===== config.mk =====
export PLATFORM = sky130hd
export DESIGN_NAME = agac_fark_hesaplayici
export DESIGN_NICKNAME = d
export VERILOG_FILES = /design/src/rtl/agac_fark_hesaplayici.sv
export SDC_FILE = /design/constraint.sdc
export NUM_CORES = 1
export LEC_CHECK = 0
export ABC_AREA = 1
export BUFFER_PORTS_ARGS = -buffer_cell sky130_fd_sc_hd__buf_2
export CORE_ASPECT_RATIO = 1.4
export CORE_MARGIN = 3
export CORE_UTILIZATION = 60
export CTS_CLUSTER_DIAMETER = 100
export DETAILED_ROUTE_END_ITERATION = 10
export PLACE_DENSITY = 0.81
export SYNTH_ARGS = -nofsm -noshare
export SYNTH_HDL_FRONTEND = slang
export SYNTH_SLANG_ARGS = --single-unit

===== constraint.sdc =====
create_clock -name clk -period 5.3 [get_ports clk]
set_input_delay 1.06 -clock clk [delete_from_list [all_inputs] [get_ports clk]]
set_output_delay 1.06 -clock clk [all_outputs]
set_load 0.02 [all_outputs]

===== src/rtl/agac_fark_hesaplayici.sv =====
// Heap-numbered binary tree: applies one move to each of two nodes, then reports the
// level difference, which target is deeper, and their lowest common ancestor.
module agac_fark_hesaplayici #(
  parameter  int DUGUM_W = 4,
  localparam int SEV_W   = (DUGUM_W <= 2) ? 1 : $clog2(DUGUM_W)
) (
  input  logic               clk,
  input  logic               rst_n,
  input  logic               giris_gecerli,
  output logic               giris_hazir,
  input  logic [DUGUM_W-1:0] dugum_1,
  input  logic [DUGUM_W-1:0] dugum_2,
  input  logic [1:0]         yon_1,
  input  logic [1:0]         yon_2,
  output logic               cikis_gecerli,
  input  logic               cikis_hazir,
  output logic [SEV_W-1:0]   seviye_farki,
  output logic               derin_dugum,
  output logic [DUGUM_W-1:0] ortak_ata,
  output logic               hata
);

  localparam logic [2:0] BOS    = 3'd0;
  localparam logic [2:0] HEDEF  = 3'd1;
  localparam logic [2:0] SEVIYE = 3'd2;
  localparam logic [2:0] ESITLE = 3'd3;
  localparam logic [2:0] ATA    = 3'd4;
  localparam logic [2:0] SONUC  = 3'd5;

  localparam logic [DUGUM_W-1:0] KOK     = DUGUM_W'(1);
  localparam logic [DUGUM_W-1:0] SIFIR_D = DUGUM_W'(0);
  localparam logic [SEV_W-1:0]   BIR_S   = SEV_W'(1);
  localparam logic [SEV_W-1:0]   SIFIR_S = SEV_W'(0);

  // One extra bit so a child move past the top of the number range is visible.
  function automatic logic [DUGUM_W:0] hareket(input logic [DUGUM_W-1:0] n,
                                               input logic [1:0]         y);
    logic [DUGUM_W:0] r;
    case (y)
      2'b00:   r = {1'b0, n >> 1};
      2'b01:   r = {n, 1'b0};
      2'b10:   r = {n, 1'b1};
      default: r = {1'b0, n};
    endcase
    return r;
  endfunction

  function automatic logic hedef_hatali(input logic [DUGUM_W-1:0] n,
                                        input logic [DUGUM_W:0]   r);
    return (n == SIFIR_D) || (r[DUGUM_W-1:0] == SIFIR_D) || r[DUGUM_W];
  endfunction

  logic [2:0]         state_q, state_d;
  logic [DUGUM_W-1:0] n1_q, n1_d, n2_q, n2_d;
  logic [DUGUM_W-1:0] c1_q, c1_d, c2_q, c2_d;
  logic [1:0]         y1_q, y1_d, y2_q, y2_d;
  logic [SEV_W-1:0]   l1_q, l1_d, l2_q, l2_d;
  logic [SEV_W-1:0]   fark_q, fark_d;
  logic               derin_q, derin_d;
  logic               err_q, err_d;
  logic               giris_hazir_q, giris_hazir_d;
  logic               cikis_gecerli_q, cikis_gecerli_d;
  logic [SEV_W-1:0]   seviye_farki_q, seviye_farki_d;
  logic               derin_dugum_q, derin_dugum_d;
  logic [DUGUM_W-1:0] ortak_ata_q, ortak_ata_d;
  logic               hata_q, hata_d;
  logic [DUGUM_W:0]   hd1_s, hd2_s;

  // Next-state and datapath for the whole sequence.
  always_comb begin
    state_d        = state_q;
    n1_d           = n1_q;
    n2_d           = n2_q;
    c1_d           = c1_q;
    c2_d           = c2_q;
    y1_d           = y1_q;
    y2_d           = y2_q;
    l1_d           = l1_q;
    l2_d           = l2_q;
    fark_d         = fark_q;
    derin_d        = derin_q;
    err_d          = err_q;
    seviye_farki_d = seviye_farki_q;
    derin_dugum_d  = derin_dugum_q;
    ortak_ata_d    = ortak_ata_q;
    hata_d         = hata_q;
    hd1_s          = hareket(n1_q, y1_q);
    hd2_s          = hareket(n2_q, y2_q);

    case (state_q)
      BOS: begin
        if (giris_gecerli) begin
          n1_d    = dugum_1;
          n2_d    = dugum_2;
          y1_d    = yon_1;
          y2_d    = yon_2;
          err_d   = 1'b0;
          state_d = HEDEF;
        end else begin
          state_d = BOS;
        end
      end
      HEDEF: begin
        n1_d    = hd1_s[DUGUM_W-1:0];
        n2_d    = hd2_s[DUGUM_W-1:0];
        c1_d    = hd1_s[DUGUM_W-1:0];
        c2_d    = hd2_s[DUGUM_W-1:0];
        l1_d    = SIFIR_S;
        l2_d    = SIFIR_S;
        err_d   = hedef_hatali(n1_q, hd1_s) || hedef_hatali(n2_q, hd2_s);
        state_d = SEVIYE;
      end
      SEVIYE: begin
        // The registered error flag is forwarded here, so a bad request exits one cycle later.
        if (err_q) begin
          hata_d         = 1'b1;
          seviye_farki_d = SIFIR_S;
          derin_dugum_d  = 1'b0;
          ortak_ata_d    = SIFIR_D;
          state_d        = SONUC;
        end else if ((c1_q == KOK) && (c2_q == KOK)) begin
          fark_d  = (l1_q > l2_q) ? (l1_q - l2_q) : (l2_q - l1_q);
          derin_d = (l2_q > l1_q);
          state_d = ESITLE;
        end else begin
          if (c1_q > KOK) begin
            c1_d = c1_q >> 1;
            l1_d = l1_q + BIR_S;
          end else begin
            c1_d = c1_q;
          end
          if (c2_q > KOK) begin
            c2_d = c2_q >> 1;
            l2_d = l2_q + BIR_S;
          end else begin
            c2_d = c2_q;
          end
        end
      end
      ESITLE: begin
        if (l1_q == l2_q) begin
          state_d = ATA;
        end else if (l1_q > l2_q) begin
          n1_d = n1_q >> 1;
          l1_d = l1_q - BIR_S;
        end else begin
          n2_d = n2_q >> 1;
          l2_d = l2_q - BIR_S;
        end
      end
      ATA: begin
        if (n1_q == n2_q) begin
          hata_d         = 1'b0;
          seviye_farki_d = fark_q;
          derin_dugum_d  = derin_q;
          ortak_ata_d    = n1_q;
          state_d        = SONUC;
        end else begin
          n1_d = n1_q >> 1;
          n2_d = n2_q >> 1;
        end
      end
      SONUC: begin
        if (cikis_hazir) begin
          hata_d         = 1'b0;
          seviye_farki_d = SIFIR_S;
          derin_dugum_d  = 1'b0;
          ortak_ata_d    = SIFIR_D;
          state_d        = BOS;
        end else begin
          state_d = SONUC;
        end
      end
      default: begin
        state_d = BOS;
      end
    endcase

    giris_hazir_d   = (state_d == BOS);
    cikis_gecerli_d = (state_d == SONUC);
  end

  // State, working and output registers.
  always_ff @(posedge clk or negedge rst_n) begin
    if (!rst_n) begin
      state_q         <= BOS;
      n1_q            <= SIFIR_D;
      n2_q            <= SIFIR_D;
      c1_q            <= SIFIR_D;
      c2_q            <= SIFIR_D;
      y1_q            <= 2'b00;
      y2_q            <= 2'b00;
      l1_q            <= SIFIR_S;
      l2_q            <= SIFIR_S;
      fark_q          <= SIFIR_S;
      derin_q         <= 1'b0;
      err_q           <= 1'b0;
      giris_hazir_q   <= 1'b1;
      cikis_gecerli_q <= 1'b0;
      seviye_farki_q  <= SIFIR_S;
      derin_dugum_q   <= 1'b0;
      ortak_ata_q     <= SIFIR_D;
      hata_q          <= 1'b0;
    end else begin
      state_q         <= state_d;
      n1_q            <= n1_d;
      n2_q            <= n2_d;
      c1_q            <= c1_d;
      c2_q            <= c2_d;
      y1_q            <= y1_d;
      y2_q            <= y2_d;
      l1_q            <= l1_d;
      l2_q            <= l2_d;
      fark_q          <= fark_d;
      derin_q         <= derin_d;
      err_q           <= err_d;
      giris_hazir_q   <= giris_hazir_d;
      cikis_gecerli_q <= cikis_gecerli_d;
      seviye_farki_q  <= seviye_farki_d;
      derin_dugum_q   <= derin_dugum_d;
      ortak_ata_q     <= ortak_ata_d;
      hata_q          <= hata_d;
    end
  end

  assign giris_hazir   = giris_hazir_q;
  assign cikis_gecerli = cikis_gecerli_q;
  assign seviye_farki  = seviye_farki_q;
  assign derin_dugum   = derin_dugum_q;
  assign ortak_ata     = ortak_ata_q;
  assign hata          = hata_q;

endmodule


==> PnR_summary.wiki, run 1 <==
{| class="wikitable"
! Metric !! Value
|-
| Status || complete, no violations
|-
| Depth of the CTS H-tree || 2
|-
| Post-Syn Nets || around 390
|-
| Die Footprint || approximately 5100 um2
|-
| Post-Syn Instances || 365
|-
| Routed wire length per instance || about 13 um
|-
| Post-route cell area || 2810 um2
|-
| Crit path DAT || between 900 and 1000 ps
|-
| Die width || 61 um
|-
| Worst r2r dst || l1_q[1]$_DFFE_PN0P_
|-
| Clock slew at the register clock pins of the worst setup and hold paths || about 80 ps
|-
| Starting density of the core || 0.632
|-
| Top cells by area, synth || sky130_fd_sc_hd__dfrtp_1 39%, sky130_fd_sc_hd__nand2_1 19%, sky130_fd_sc_hd__nand3_1 7.1%
|-
| Count of fill cells added during filler insertion || ~350
|-
| Gr ovfl total || 0
|-
| Clk sink count || 41
|-
| Portion of the post-synthesis area used by sequential elements || 0.404
|-
| Required time of the critical path || 4240 ps
|-
| Inserted Clock Buffers || 5
|-
| Share of the synthesized area in the top cell type || 0.394
|-
| Register bit total from synthesis || about 40
|-
| Max-slew violation count || 0
|-
| RSZ-0062 raised after global routing || no
|-
| Switching Share || 0.500
|-
| Max-Slew Margin vs Limit || 0.404
|-
| Worst path bufs/invs || 1
|-
| Logic gate share of total power || 0.535
|-
| PD cells || roughly 650 nW/um2
|-
| Share of synthesized registers carrying an async set or reset || 1.00
|-
| Number of enable flip-flop cells after synthesis || 0
|-
| Root buf cell || sky130_fd_sc_hd__clkbuf_8
|-
| Antenna diode instance count || 0
|-
| Quantity of gates resized following cts || 0
|-
| Distinct cells, synth || 29
|-
| Util after Layout || 0.699
|-
| First-pass GRT wire length || 9910 um
|-
| Antenna violations before repair || 0
|-
| Detailed-route vias per instance || 5.43
|-
| Worst-case clock skew || 8.85 ps
|-
| Synth-to-Final Area Change || 10.5%
|-
| Top cell types by occurrence after synthesis || 126 x sky130_fd_sc_hd__nand2_1, 46 x sky130_fd_sc_hd__inv_1, 40 x sky130_fd_sc_hd__dfrtp_1
|-
| Clock insertion delay at the later pin of the skew report || approximately 300 ps
|-
| R2R Setup Slk || approximately 3400 ps
|-
| Final period demand of the worst path || around 2000 ps
|-
| DRC violation count after routing || 0
|-
| Final Setup Violations || 0
|-
| Wirelength, routed || about 5700 um
|-
| Via count of the first global-routing pass || ~2300
|-
| Residual antenna-violating net count after detailed routing || 0
|-
| Die span in y || 83.0 um
|-
| Fraction of met1 tracks used by global routing || 0.305
|-
| Worst min-delay path category || register to register
|-
| Primary flip-flop cell chosen by synthesis mapping || sky130_fd_sc_hd__dfrtp_1
|-
| Overall Global Routing Usage || 0.253
|-
| Reported net switching power || ~900 uW
|-
| Ratio of final minimum period to clock period || 0.381
|-
| Cell-internal power || 907 uW
|-
| Hold-fix buffers at CTS || 0
|-
| Kind of start point of the critical path || register
|-
| Combined area of all synthesized cells || approximately 2500 um2
|-
| Part of the total power dissipated in the clock network || 0.141
|-
| Crit end category || output pin
|-
| Number of nets in the final layout || a little over 400
|-
| Top delay family on crit path || flip-flops
|-
| Critical Path, Cell by Cell || buf_2
|-
| Final hold viol count || 0
|-
| Syn Area/Cell || roughly 7 um2
|-
| Sequential power share || 0.324
|-
| Fraction of final layout cells sized beyond drive strength 1 || 0.135
|-
| LEAKAGE || 0.00153 uW
|-
| Half-perimeter wire length of the detailed placement result || roughly 4300 um
|-
| Std-Cell Core Area || between 4000 and 5000 um2
|-
| CP Max Fanout || 1
|-
| Setup CP Type || register to output pin
|-
| Worst reg2reg path startpoint || l1_q[0]$_DFFE_PN0P_
|-
| Worst slew pin tran || 894 ps
|-
| Most frequently used cell type in the post-synthesis netlist || sky130_fd_sc_hd__nand2_1
|-
| Global routing usage on met2 || 0.425
|-
| Cell depth of the worst hold path || 2
|-
| Layer carrying the most global-route usage || met2
|-
| Count of max-cap constraint violations || 0
|-
| Std-Cell Rows || 27
|-
| Worst min-delay path startpoint || hata$_DFFE_PN0P_
|-
| Highest cell delay on the worst timing path || about 520 ps
|-
| Max frequency || 495 MHz
|-
| Buffers inserted during post-CTS setup optimization || 0
|-
| Met3 usage || 0.0513
|-
| Placer Congestion || 0.903
|-
| Clock tree from TritonCTS || built
|-
| Syn. warnings || 0
|-
| Hold worst-path end || hata$_DFFE_PN0P_
|-
| Worst vdd rail ir drop || about 0.00029 V
|-
| Summed negative setup slack over all endpoints || 0 ps
|-
| Detailed router's first-iteration violation count || between 100 and 150
|-
| Largest net degree at the start of global routing || 42
|-
| Reg2Reg Depth || 9
|-
| Clock Path Buffers || 2
|-
| Worst path slowest cell || sky130_fd_sc_hd__dfstp_2
|-
| First-pass DRT Iterations || 6
|-
| # port buffers || 25
|-
| Overall via count from detail_route || ~2400
|-
| Dominant cell type by area after synthesis || sky130_fd_sc_hd__dfrtp_1
|-
| Total cell area at the placement stage || 2700 um2
|-
| Top Ports || 26
|}
[cells in the final DEF, fill, tap and decap left out, types with 2 or more instances in the layout]
cell type	netlist	routed
sky130_fd_sc_hd__buf_2	3	25
sky130_fd_sc_hd__nand3_4	3	3
sky130_fd_sc_hd__o21ai_1	11	11
sky130_fd_sc_hd__nand2_1	126	126
sky130_fd_sc_hd__nor2_1	28	28
sky130_fd_sc_hd__o21ai_0	33	33
sky130_fd_sc_hd__dfrtp_1	40	40
sky130_fd_sc_hd__nand3_1	36	36
sky130_fd_sc_hd__nor2_4	3	3
sky130_fd_sc_hd__nor2_2	3	3
sky130_fd_sc_hd__xor2_1	2	2
sky130_fd_sc_hd__fa_1	2	2
sky130_fd_sc_hd__nand4_1	3	3
sky130_fd_sc_hd__a21oi_1	4	4
sky130_fd_sc_hd__inv_2	6	6
sky130_fd_sc_hd__ha_1	3	3
sky130_fd_sc_hd__inv_1	46	46
sky130_fd_sc_hd__nand2_2	2	2
sky130_fd_sc_hd__clkbuf_8	0	5
[state kept, by name, summed over array words and instances, names as in the netlist, 3 cells and up]
name	count
c1_q	4
c2_q	4
n1_q	4
n2_q	4
ortak_ata	4
state_q	3
[worst max-delay path by stage]
stage / slack (ps) / startpoint / cells past startpoint / endpoint
floorplan: 3570 / cikis_hazir / 6 / ortak_ata[0]$_DFFE_PN0P_
global placement: 3380 / cikis_hazir / 7 / ortak_ata[2]$_DFFE_PN0P_
detailed placement: 3340 / cikis_hazir / 7 / ortak_ata[1]$_DFFE_PN0P_
CTS: 3270 / giris_hazir$_DFF_PN1_ / 1 / giris_hazir
global route: 3240 / giris_hazir$_DFF_PN1_ / 1 / giris_hazir
finish: 3280 / giris_hazir$_DFF_PN1_ / 1 / giris_hazir
[stage by stage]
stage,power [uW],setup WS (ps),instances,hold WS [ps]
3_5_place_dp,1550,3340,429,462
5_1_grt,2000,3240,437,503
3_3_place_gp,1530,3380,429,451
2_1_floorplan,1320,3570,365,453
6_report,1810,3280,437,474
4_1_cts,1810,3270,437,481
[worst register-to-register path, stage by stage, from the launching register on]
cell	delay, ps
sky130_fd_sc_hd__dfrtp_1	410
sky130_fd_sc_hd__inv_1	80
sky130_fd_sc_hd__ha_1	210
sky130_fd_sc_hd__fa_1	380
sky130_fd_sc_hd__nor2_1	210
sky130_fd_sc_hd__nor2_1	80
sky130_fd_sc_hd__a21oi_1	140
sky130_fd_sc_hd__nand2_1	110
sky130_fd_sc_hd__nand2_1	70
sky130_fd_sc_hd__o21ai_0	80
[power by group through the flow]
| stage | sequential [uW] | combinational (uW) | clock, uW |
|---|---|---|---|
| after floorplan | 567 | 750 | 0 |
| after global placement | 584 | 947 | 0 |
| after detailed placement | 590 | 962 | 0 |
| after CTS | 584 | 973 | 256 |
| after global routing | 606 | 1120 | 271 |
| final | 589 | 971 | 255 |
[per-layer routing]
metal	wire (um)	part of all wire
met1	2420	0.42
met2	2880	0.50
met3	305	0.053
met4	142	0.025
met5	0	0
[cell type report]
class	count	area, um2	area share
Inverter	53	200	0.0713
Tap cell	43	53.8	0.0192
Clock buffer	6	72.6	0.0258
Multi-Input combinational cell	267	1290	0.460
Clock inverter	2	38.8	0.0138
Sequential cell	41	1030	0.366
Timing Repair Buffer	25	125	0.0445
[kinds of logic (layout without fill, tap and decap cells)]
| logic type | after synthesis | in the layout | synth area share |
|---|---|---|---|
| xor gates and xnor gates | 3 | 3 | 0.0103 |
| AOI/OAI and AO/OA | 51 | 51 | 0.104 |
| adders and majority gates | 5 | 5 | 0.0305 |
| buffers and inverters | 57 | 86 | 0.0876 |
| DFF | 41 | 41 | 0.404 |
| and+or+nand+nor | 208 | 208 | 0.363 |
Note: power is estimated with default switching activity, not from simulation.
==> inputs of run 2 (changes only) <==
ABC_AREA = 0   (was 1)
CORE_UTILIZATION = 59   (was 60)
PLACE_DENSITY = 0.8   (was 0.81)
clock period = 1.94 ns   (was 5.3 ns; I/O delays follow)
==> run 2 against run 1 <==
Net effect: the flow now finishes with violations (setup timing); core utilization rose by 10 points; sequential share of layout area shrank 4.9 points; cell count shrank 15%; combinational power rose to 4.0 times the previous value; via count grew 1.4%; routed wire length rose by 25%; synthesized cell count decreased by 26%; first-iteration DRC count rose by 87%; global-route usage increased by 3.8 points; sequential cell count unchanged; non-clock buffer count is 46 higher; cell area rose by 16%.
==> PnR_summary.wiki, run 2 <==
{| class="wikitable"
! Metric !! Value
|-
| Status || finished, violations left (was complete, no violations)
|-
| Violated checks || setup timing
|-
| Placer Congestion || 0.950 (was 0.903)
|-
| First-pass GRT wire length || 11400 um (was 9910 um)
|-
| Antenna violations before repair || 0 (unchanged)
|-
| Max-Slew Margin vs Limit || 0.669 (was 0.404)
|-
| Post-Syn Instances || 270 (was 365)
|-
| Post-Syn Nets || 291 (was 386)
|-
| Die width || 61.6 um (was 61 um)
|-
| Final Setup Violations || 5 (was 0)
|-
| Detailed-route vias per instance || 6.47 (was 5.43)
|-
| Worst min-delay path category || input port to asynchronous set/reset pin (was register to register)
|-
| Setup CP Type || register to register (was register to output pin)
|-
| Gr ovfl total || 0 (unchanged)
|-
| Count of fill cells added during filler insertion || 261 (was 346)
|-
| # port buffers || 25 (unchanged)
|-
| Top Ports || 26 (unchanged)
|-
| Max frequency || ~500 MHz
|-
| Part of the total power dissipated in the clock network || 0.134 (was 0.141)
|-
| Most frequently used cell type in the post-synthesis netlist || sky130_fd_sc_hd__dfrtp_1 (was sky130_fd_sc_hd__nand2_1)
|-
| Dominant cell type by area after synthesis || sky130_fd_sc_hd__dfrtp_1 (unchanged)
|-
| Top cell types by occurrence after synthesis || 40 x sky130_fd_sc_hd__dfrtp_1, 23 x sky130_fd_sc_hd__nand2_1, 16 x sky130_fd_sc_hd__nor2_1 (was 126 x sky130_fd_sc_hd__nand2_1, 46 x sky130_fd_sc_hd__inv_1, 40 x sky130_fd_sc_hd__dfrtp_1)
|-
| Worst slew pin tran || 497 ps (was 894 ps)
|-
| Inserted Clock Buffers || 5 (unchanged)
|-
| Portion of the post-synthesis area used by sequential elements || 0.402 (was 0.404)
|-
| Clock slew at the register clock pins of the worst setup and hold paths || 90 ps (was 80 ps)
|-
| Worst-case clock skew || 5.28 ps (was 8.85 ps)
|-
| Reported net switching power || 2730 uW (was 908 uW)
|-
| Final period demand of the worst path || around 2000 ps
|-
| Hold-fix buffers at CTS || 0 (unchanged)
|-
| Number of enable flip-flop cells after synthesis || 0 (unchanged)
|-
| Most common cell after layout, fill and taps aside || sky130_fd_sc_hd__buf_4 (was sky130_fd_sc_hd__nand2_1)
|-
| Fraction of final layout cells sized beyond drive strength 1 || 0.350 (was 0.135)
|-
| Routed wire length per instance || 19.3 um (was 13.1 um)
|-
| Kind of start point of the critical path || register (unchanged)
|-
| Worst path slowest cell || sky130_fd_sc_hd__or4_1 (was sky130_fd_sc_hd__dfstp_2)
|-
| Worst setup margin || -78.2 ps (was 3280 ps)
|-
| Syn. warnings || 0 (unchanged)
|-
| Ratio of final minimum period to clock period || 1.04
|-
| DRC violation count after routing || 0 (unchanged)
|-
| CP Max Fanout || 2 (was 1)
|-
| Required time of the critical path || 2170 ps (was 4240 ps)
|-
| LEAKAGE || 0.00146 uW (was 0.00153 uW)
|-
| Most frequent cells in the layout || 44 x sky130_fd_sc_hd__buf_4, 38 x sky130_fd_sc_hd__dfrtp_1, 25 x sky130_fd_sc_hd__buf_2 (was 126 x sky130_fd_sc_hd__nand2_1, 46 x sky130_fd_sc_hd__inv_1, 40 x sky130_fd_sc_hd__dfrtp_1)
|-
| Antenna diode instance count || 0 (unchanged)
|-
| Count of max-cap constraint violations || 0 (unchanged)
|-
| Final hold viol count || 0 (unchanged)
|-
| Top cells by area, synth || sky130_fd_sc_hd__dfrtp_1 39%, sky130_fd_sc_hd__mux2_2 6.6%, sky130_fd_sc_hd__nand2_1 3.4% (was sky130_fd_sc_hd__dfrtp_1 39%, sky130_fd_sc_hd__nand2_1 19%, sky130_fd_sc_hd__nand3_1 7.1%)
|-
| RSZ-0062 raised after global routing || yes (was no)
|-
| Residual antenna-violating net count after detailed routing || 0 (unchanged)
|-
| Register bit total from synthesis || 41 (unchanged)
|-
| Std-Cell Rows || 27 (unchanged)
|-
| Clock tree from TritonCTS || built (unchanged)
|-
| Share of the synthesized area in the top cell type || 0.392 (was 0.394)
|-
| Sequential power share || 0.252 (was 0.324)
|-
| Crit path DAT || 2250 ps (was 960 ps)
|-
| Worst vdd rail ir drop || 0.00104 V (was 0.000286 V)
|-
| Largest net degree at the start of global routing || 22 (was 42)
|-
| Root buf cell || sky130_fd_sc_hd__clkbuf_8 (unchanged)
|-
| Distinct cells, synth || 48 (was 29)
|-
| Clock insertion delay at the later pin of the skew report || 300 ps (about the same)
|-
| Number of nets in the final layout || 349 (was 414)
|-
| Std-Cell Core Area || 4050 um2 (was 4020 um2)
|-
| Switching Share || 0.431 (was 0.500)
|-
| Wirelength, routed || 7190 um (was 5740 um)
|-
| Starting density of the core || 0.630 (was 0.632)
|-
| Max-slew violation count || 0 (unchanged)
|-
| Overall Global Routing Usage || 0.291 (was 0.253)
|-
| Die span in y || 83.9 um (was 83.0 um)
|-
| Logic gate share of total power || 0.614 (was 0.535)
|-
| Critical Path, Cell by Cell || ha_4 -> fa_2 -> a21oi_2 -> buf_4 -> o21a_1 -> a21oi_1 -> or4_1 -> o211ai_1 (was buf_2)
|-
| Die Footprint || 5170 um2 (was 5060 um2)
|-
| Setup slack at placement || -152 ps (was 3340 ps)
|-
| Share of synthesized registers carrying an async set or reset || 1.00 (unchanged)
|-
| Finished Layout Cells || 372 (was 437)
|-
| Synth-to-Final Area Change || 27.2% (was 10.5%)
|-
| Crit end category || register (was output pin)
|-
| Combined area of all synthesized cells || 2550 um2 (was 2540 um2)
|-
| Cell-internal power || 3600 uW (was 907 uW)
|-
| Inst Count DP || 357 (was 429)
|-
| Clock Path Buffers || 2 (unchanged)
|-
| First-pass DRT Iterations || 5 (was 6)
|-
| Depth of the CTS H-tree || 2 (unchanged)
|-
| Worst hold slack || 37.8 ps (was 474 ps)
|-
| Clk sink count || 41 (unchanged)
|-
| Via count of the first global-routing pass || 2296 (was 2349)
|-
| Half-perimeter wire length of the detailed placement result || 5010 um (was 4300 um)
|-
| Primary flip-flop cell chosen by synthesis mapping || sky130_fd_sc_hd__dfrtp_1 (unchanged)
|-
| PD cells || 1950 nW/um2 (was 646 nW/um2)
|-
| Overall via count from detail_route || 2405 (was 2372)
|-
| Highest cell delay on the worst timing path || 460 ps (was 520 ps)
|-
| Detailed router's first-iteration violation count || 215 (was 115)
|-
| Syn Area/Cell || 9.46 um2 (was 6.96 um2)
|}
run 2: cell count changes after synthesis, sizes merged, moves of 10 or more:
cell / previous run / this run
o21ai: 45 / 16
a21oi: 4 / 15
inv: 52 / 11
nand3: 40 / 8
mux2: 0 / 15
nor2: 34 / 16
nand2: 128 / 23
nor2b: 1 / 11
run 2: layout make-up:
class	count	area, um2	area share
well taps	43	53.8	0.0166
flip-flops and latches	41	1030	0.317
multi-input cells	198	1490	0.459
clock buffers	5	68.8	0.0212
clock inverters	3	68.8	0.0212
repair buffers	71	495	0.152
inverters	11	41.3	0.0127
run 2: through the flow:
step	instance area [um2]	util	power [uW]	TNS, ps
floorplan	2580	-	3840	-597
global placement	2980	0.735	4900	-568
detailed placement	2980	0.735	5020	-864
CTS	3190	0.788	6080	-285
global route	3250	0.802	6730	-681
finish	3250	0.802	6330	-208
run 2: what timing repair did:
| item | 4_1_cts | 5_1_grt |
|---|---|---|
| setup endpoints to repair | 16 | 19 |
| endpoints found under the hold margin | 0 | 0 |
| pin swaps | 4 | 9 |
| setup buffers | 5 | 3 |
| resized for setup | 9 | 10 |
run 2: power by group through the flow:
stage / logic (uW) / registers, uW / clock network [uW]
final: 3890 / 1600 / 846
after detailed placement: 3430 / 1590 / 0
after CTS: 3650 / 1580 / 845
after global routing: 4180 / 1650 / 896
after floorplan: 2390 / 1450 / 0
after global placement: 3320 / 1580 / 0
run 2: cell families after synthesis:
group                    synth area share
adder cells (fa/ha/maj)            0.0304
flip-flops                          0.402
AND/OR/NAND/NOR                     0.166
buffers and inverters              0.0534
multiplexers                       0.0700
AO/OA/AOI/OAI                       0.240
XOR/XNOR                           0.0377
run 2: critical path, delay by kind of cell (launching register included):
kind / cells / cell delay, ps
AOI/OAI and AO/OA: 4 / 410
adders and majority gates: 2 / 510
buffers and inverters: 1 / 150
DFF: 1 / 410
and+or+nand+nor: 1 / 460
run 2: layer usage:
layer	up-vias	track usage	wire (um)
met1	1173	0.390	2750
li1	1104	-	-
met4	0	0.100	248
met2	103	0.471	3780
met3	25	0.0372	413
met5	-	0	0
run 2: worst paths after layout:
kind                            slack, ps  cells past startpoint             startpoint                     to
worst max register to register        -80                      8    l2_q[0]$_DFFE_PN0P_    l1_q[1]$_DFFE_PN0P_
max in group asynchronous            1340                      2                  rst_n  giris_hazir$_DFF_PN1_
min in group clk                      310                      2               yon_2[1]    y2_q[1]$_DFFE_PN0P_
worst max-delay path                  -80                      8    l2_q[0]$_DFFE_PN0P_    l1_q[1]$_DFFE_PN0P_
worst min register to register        500                      2  fark_q[1]$_DFFE_PN0P_  fark_q[1]$_DFFE_PN0P_
worst min-delay path                   40                      1                  rst_n    n1_q[2]$_DFFE_PN0P_
==> inputs of run 3 (changes only) <==
SETUP_SLACK_MARGIN = 0.02   (was not set)
==> run 3 against run 2 <==
Net effect: the flow still finishes with violations (setup timing); combinational power rose by 3%; routed wire length up 1.5%; total power up 1.9%; worst hold slack worse by 4.1 ps; clock power about the same; global-route usage up 0.27 points; non-clock buffer count rose by 2; sequential power barely moved; clock-buffer cell count is the same; via count is 2.0% higher; setup slack got worse by 37 ps.
==> PnR_summary.wiki, run 3 (synthesized netlist as in run 2, its figures left out) <==
{| class="wikitable"
! Metric !! Value
|-
| Half-perimeter wire length of the detailed placement result || 5010 um (unchanged)
|-
| Detailed-route vias per instance || 6.56 (was 6.47)
|-
| Crit end category || register (unchanged)
|-
| Inserted Clock Buffers || 5 (unchanged)
|-
| Max-Slew Margin vs Limit || 0.671 (was 0.669)
|-
| Wire length on met2 || 3850 um (was 3780 um)
|-
| Die Footprint || 5170 um2 (unchanged)
|-
| Antenna diode instance count || 0 (unchanged)
|-
| Starting density of the core || 0.630 (unchanged)
|-
| Status || finished, violations left (unchanged)
|-
| Hold-fix buffers at CTS || 0 (unchanged)
|-
| Fraction of final layout cells sized beyond drive strength 1 || 0.360 (was 0.350)
|-
| Inst Count DP || 357 (unchanged)
|-
| Ratio of final minimum period to clock period || 1.06 (was 1.04)
|-
| Overall Global Routing Usage || 0.294 (was 0.291)
|-
| Crit path DAT || 2240 ps (was 2250 ps)
|-
| Clock Path Buffers || 2 (unchanged)
|-
| CP Max Fanout || 4 (was 2)
|-
| LEAKAGE || 0.00149 uW (was 0.00146 uW)
|-
| Depth of the CTS H-tree || 2 (unchanged)
|-
| Largest net degree at the start of global routing || 22 (unchanged)
|-
| Worst Setup SP || l2_q[0]$_DFFE_PN0P_ (unchanged)
|-
| Highest metal layer with signal wires || met4 (unchanged)
|-
| Detailed-routing wirelength on met1 || 2730 um (was 2750 um)
|-
| Violated checks || setup timing (unchanged)
|-
| Worst slew pin tran || 493 ps (was 497 ps)
|-
| Detailed router's first-iteration violation count || 216 (was 215)
|-
| Top Ports || 26 (unchanged)
|-
| Worst reg2reg path startpoint || l2_q[0]$_DFFE_PN0P_ (unchanged)
|-
| Count of max-cap constraint violations || 0 (unchanged)
|-
| Final hold viol count || 0 (unchanged)
|-
| Post-route cell area || 3280 um2 (was 3250 um2)
|-
| Total cell area at the placement stage || 2980 um2 (unchanged)
|-
| Final period demand of the worst path || 2060 ps (was 2020 ps)
|-
| Residual antenna-violating net count after detailed routing || 0 (unchanged)
|-
| DRC violation count after routing || 0 (unchanged)
|-
| Std-Cell Rows || 27 (unchanged)
|-
| Clk sink count || 41 (unchanged)
|-
| Placer Congestion || 0.950 (unchanged)
|-
| Std-Cell Core Area || 4050 um2 (unchanged)
|-
| Via count of the first global-routing pass || 2333 (was 2296)
|-
| Synth-to-Final Area Change || 28.5% (was 27.2%)
|-
| Routed wire length per instance || 19.5 um (was 19.3 um)
|-
| First-pass DRT Iterations || 6 (was 5)
|-
| Detailed-routed wire length on met3 || 478 um (was 413 um)
|-
| RSZ-0062 raised after global routing || yes (unchanged)
|-
| Clock tree from TritonCTS || built (unchanged)
|-
| # port buffers || 25 (unchanged)
|-
| Worst-case clock skew || 5.01 ps (was 5.28 ps)
|-
| Root buf cell || sky130_fd_sc_hd__clkbuf_8 (unchanged)
|-
| Antenna violations before repair || 0 (unchanged)
|-
| Finished Layout Cells || 374 (was 372)
|-
| Kind of start point of the critical path || register (unchanged)
|-
| Worst setup margin || -115 ps (was -78.2 ps)
|-
| Worst min-delay path category || input port to asynchronous set/reset pin (unchanged)
|-
| Overall via count from detail_route || 2454 (was 2405)
|-
| Max frequency || 487 MHz (was 496 MHz)
|-
| Wirelength, routed || 7300 um (was 7190 um)
|-
| Die width || 61.6 um (unchanged)
|-
| Number of nets in the final layout || 351 (was 349)
|-
| Power after layout || 6450 uW (was 6330 uW)
|-
| Worst hold slack || 33.8 ps (was 37.8 ps)
|-
| Worst vdd rail ir drop || 0.00114 V (was 0.00104 V)
|-
| Max-slew violation count || 0 (unchanged)
|-
| Clock slew at the register clock pins of the worst setup and hold paths || 90 ps (about the same)
|-
| Setup slack at placement || -152 ps (unchanged)
|-
| Gr ovfl total || 0 (unchanged)
|-
| First-pass GRT wire length || 11500 um (was 11400 um)
|-
| PD cells || 1960 nW/um2 (was 1950 nW/um2)
|-
| Required time of the critical path || 2130 ps (was 2170 ps)
|-
| Setup CP Type || register to register (unchanged)
|-
| Most frequent cells in the layout || 45 x sky130_fd_sc_hd__buf_4, 37 x sky130_fd_sc_hd__dfrtp_1, 25 x sky130_fd_sc_hd__buf_2 (was 44 x sky130_fd_sc_hd__buf_4, 38 x sky130_fd_sc_hd__dfrtp_1, 25 x sky130_fd_sc_hd__buf_2)
|-
| Final Setup Violations || 9 (was 5)
|-
| Die span in y || 83.9 um (unchanged)
|-
| Most common cell after layout, fill and taps aside || sky130_fd_sc_hd__buf_4 (unchanged)
|-
| Clock insertion delay at the later pin of the skew report || 300 ps (about the same)
|}
==> run 3: cell count changes in the layout (fill, tap and decap cells not counted) <==
cell and change:
sky130_fd_sc_hd__mux2_2 -3, sky130_fd_sc_hd__dfrtp_1 -1, sky130_fd_sc_hd__buf_4 +1, sky130_fd_sc_hd__mux2_4 +3, sky130_fd_sc_hd__buf_6 +1, sky130_fd_sc_hd__o32ai_2 +1
sky130_fd_sc_hd__o32ai_1 -1, sky130_fd_sc_hd__dfrtp_2 +1, sky130_fd_sc_hd__nor2b_2 +1, sky130_fd_sc_hd__nor2b_4 -1
==> run 3: path summary, 6_finish.rpt <==
| kind | slack (ps) | cells past startpoint | to |
|---|---|---|---|
| max | -120 | 8 | n1_q[3]$_DFFE_PN0P_ |
| min | 30 | 1 | state_q[1]$_DFF_PN0_ |
| max reg2reg | -120 | 8 | n1_q[3]$_DFFE_PN0P_ |
| min reg2reg | 490 | 2 | fark_q[1]$_DFFE_PN0P_ |
| max in group asynchronous | 1350 | 2 | giris_hazir$_DFF_PN1_ |
| min in group clk | 310 | 2 | y2_q[0]$_DFFE_PN0P_ |
==> run 3: layer usage <==
metal  GRT usage  vias to the layer above
met2       0.476                      138
met5           0                        -
met4       0.110                        0
met3      0.0402                       27
li1            -                     1109
met1       0.387                     1180
==> run 3: area by class of cell <==
type / count / area, um2
multi-input cells: 198 / 1510
flip-flops and latches: 41 / 1030
fillers: 245 / 771
repair buffers: 73 / 514
clock buffers: 5 / 68.8
clock inverters: 3 / 68.8
well taps: 43 / 53.8
inverters: 11 / 41.3
==> run 3: critical path: stages (launching register included) <==
cell and delay [ps]:
sky130_fd_sc_hd__dfrtp_1 410, sky130_fd_sc_hd__ha_4 170, sky130_fd_sc_hd__fa_2 340, sky130_fd_sc_hd__a21oi_2 140
sky130_fd_sc_hd__buf_4 130, sky130_fd_sc_hd__nor2_2 40, sky130_fd_sc_hd__a2111oi_4 190, sky130_fd_sc_hd__buf_4 200
sky130_fd_sc_hd__mux2_4 310
==> run 3: where the power goes <==
part | switching [uW] | leakage, uW | total [uW] | internal, uW
sequential | 387 | 0.000513 | 1600 | 1220
combinational | 2060 | 0.000905 | 4000 | 1940
clock | 329 | 0.0000687 | 848 | 518
total | 2780 | 0.00149 | 6450 | 3670
==> run 3: through the flow <==
stage          TNS, ps  utilization
2_1_floorplan     -597            -
6_report          -500        0.810
3_3_place_gp      -568        0.735
5_1_grt           -971        0.810
3_5_place_dp      -864        0.735
4_1_cts           -285        0.791
==> run 3: what timing repair did <==
| item | CTS | global route |
|---|---|---|
| gates resized for setup | 12 | 12 |
| setup buffers | 5 | 5 |
| endpoints found under the setup margin | 16 | 20 |
| gates cloned | 0 | 0 |
| pin swaps | 5 | 9 |
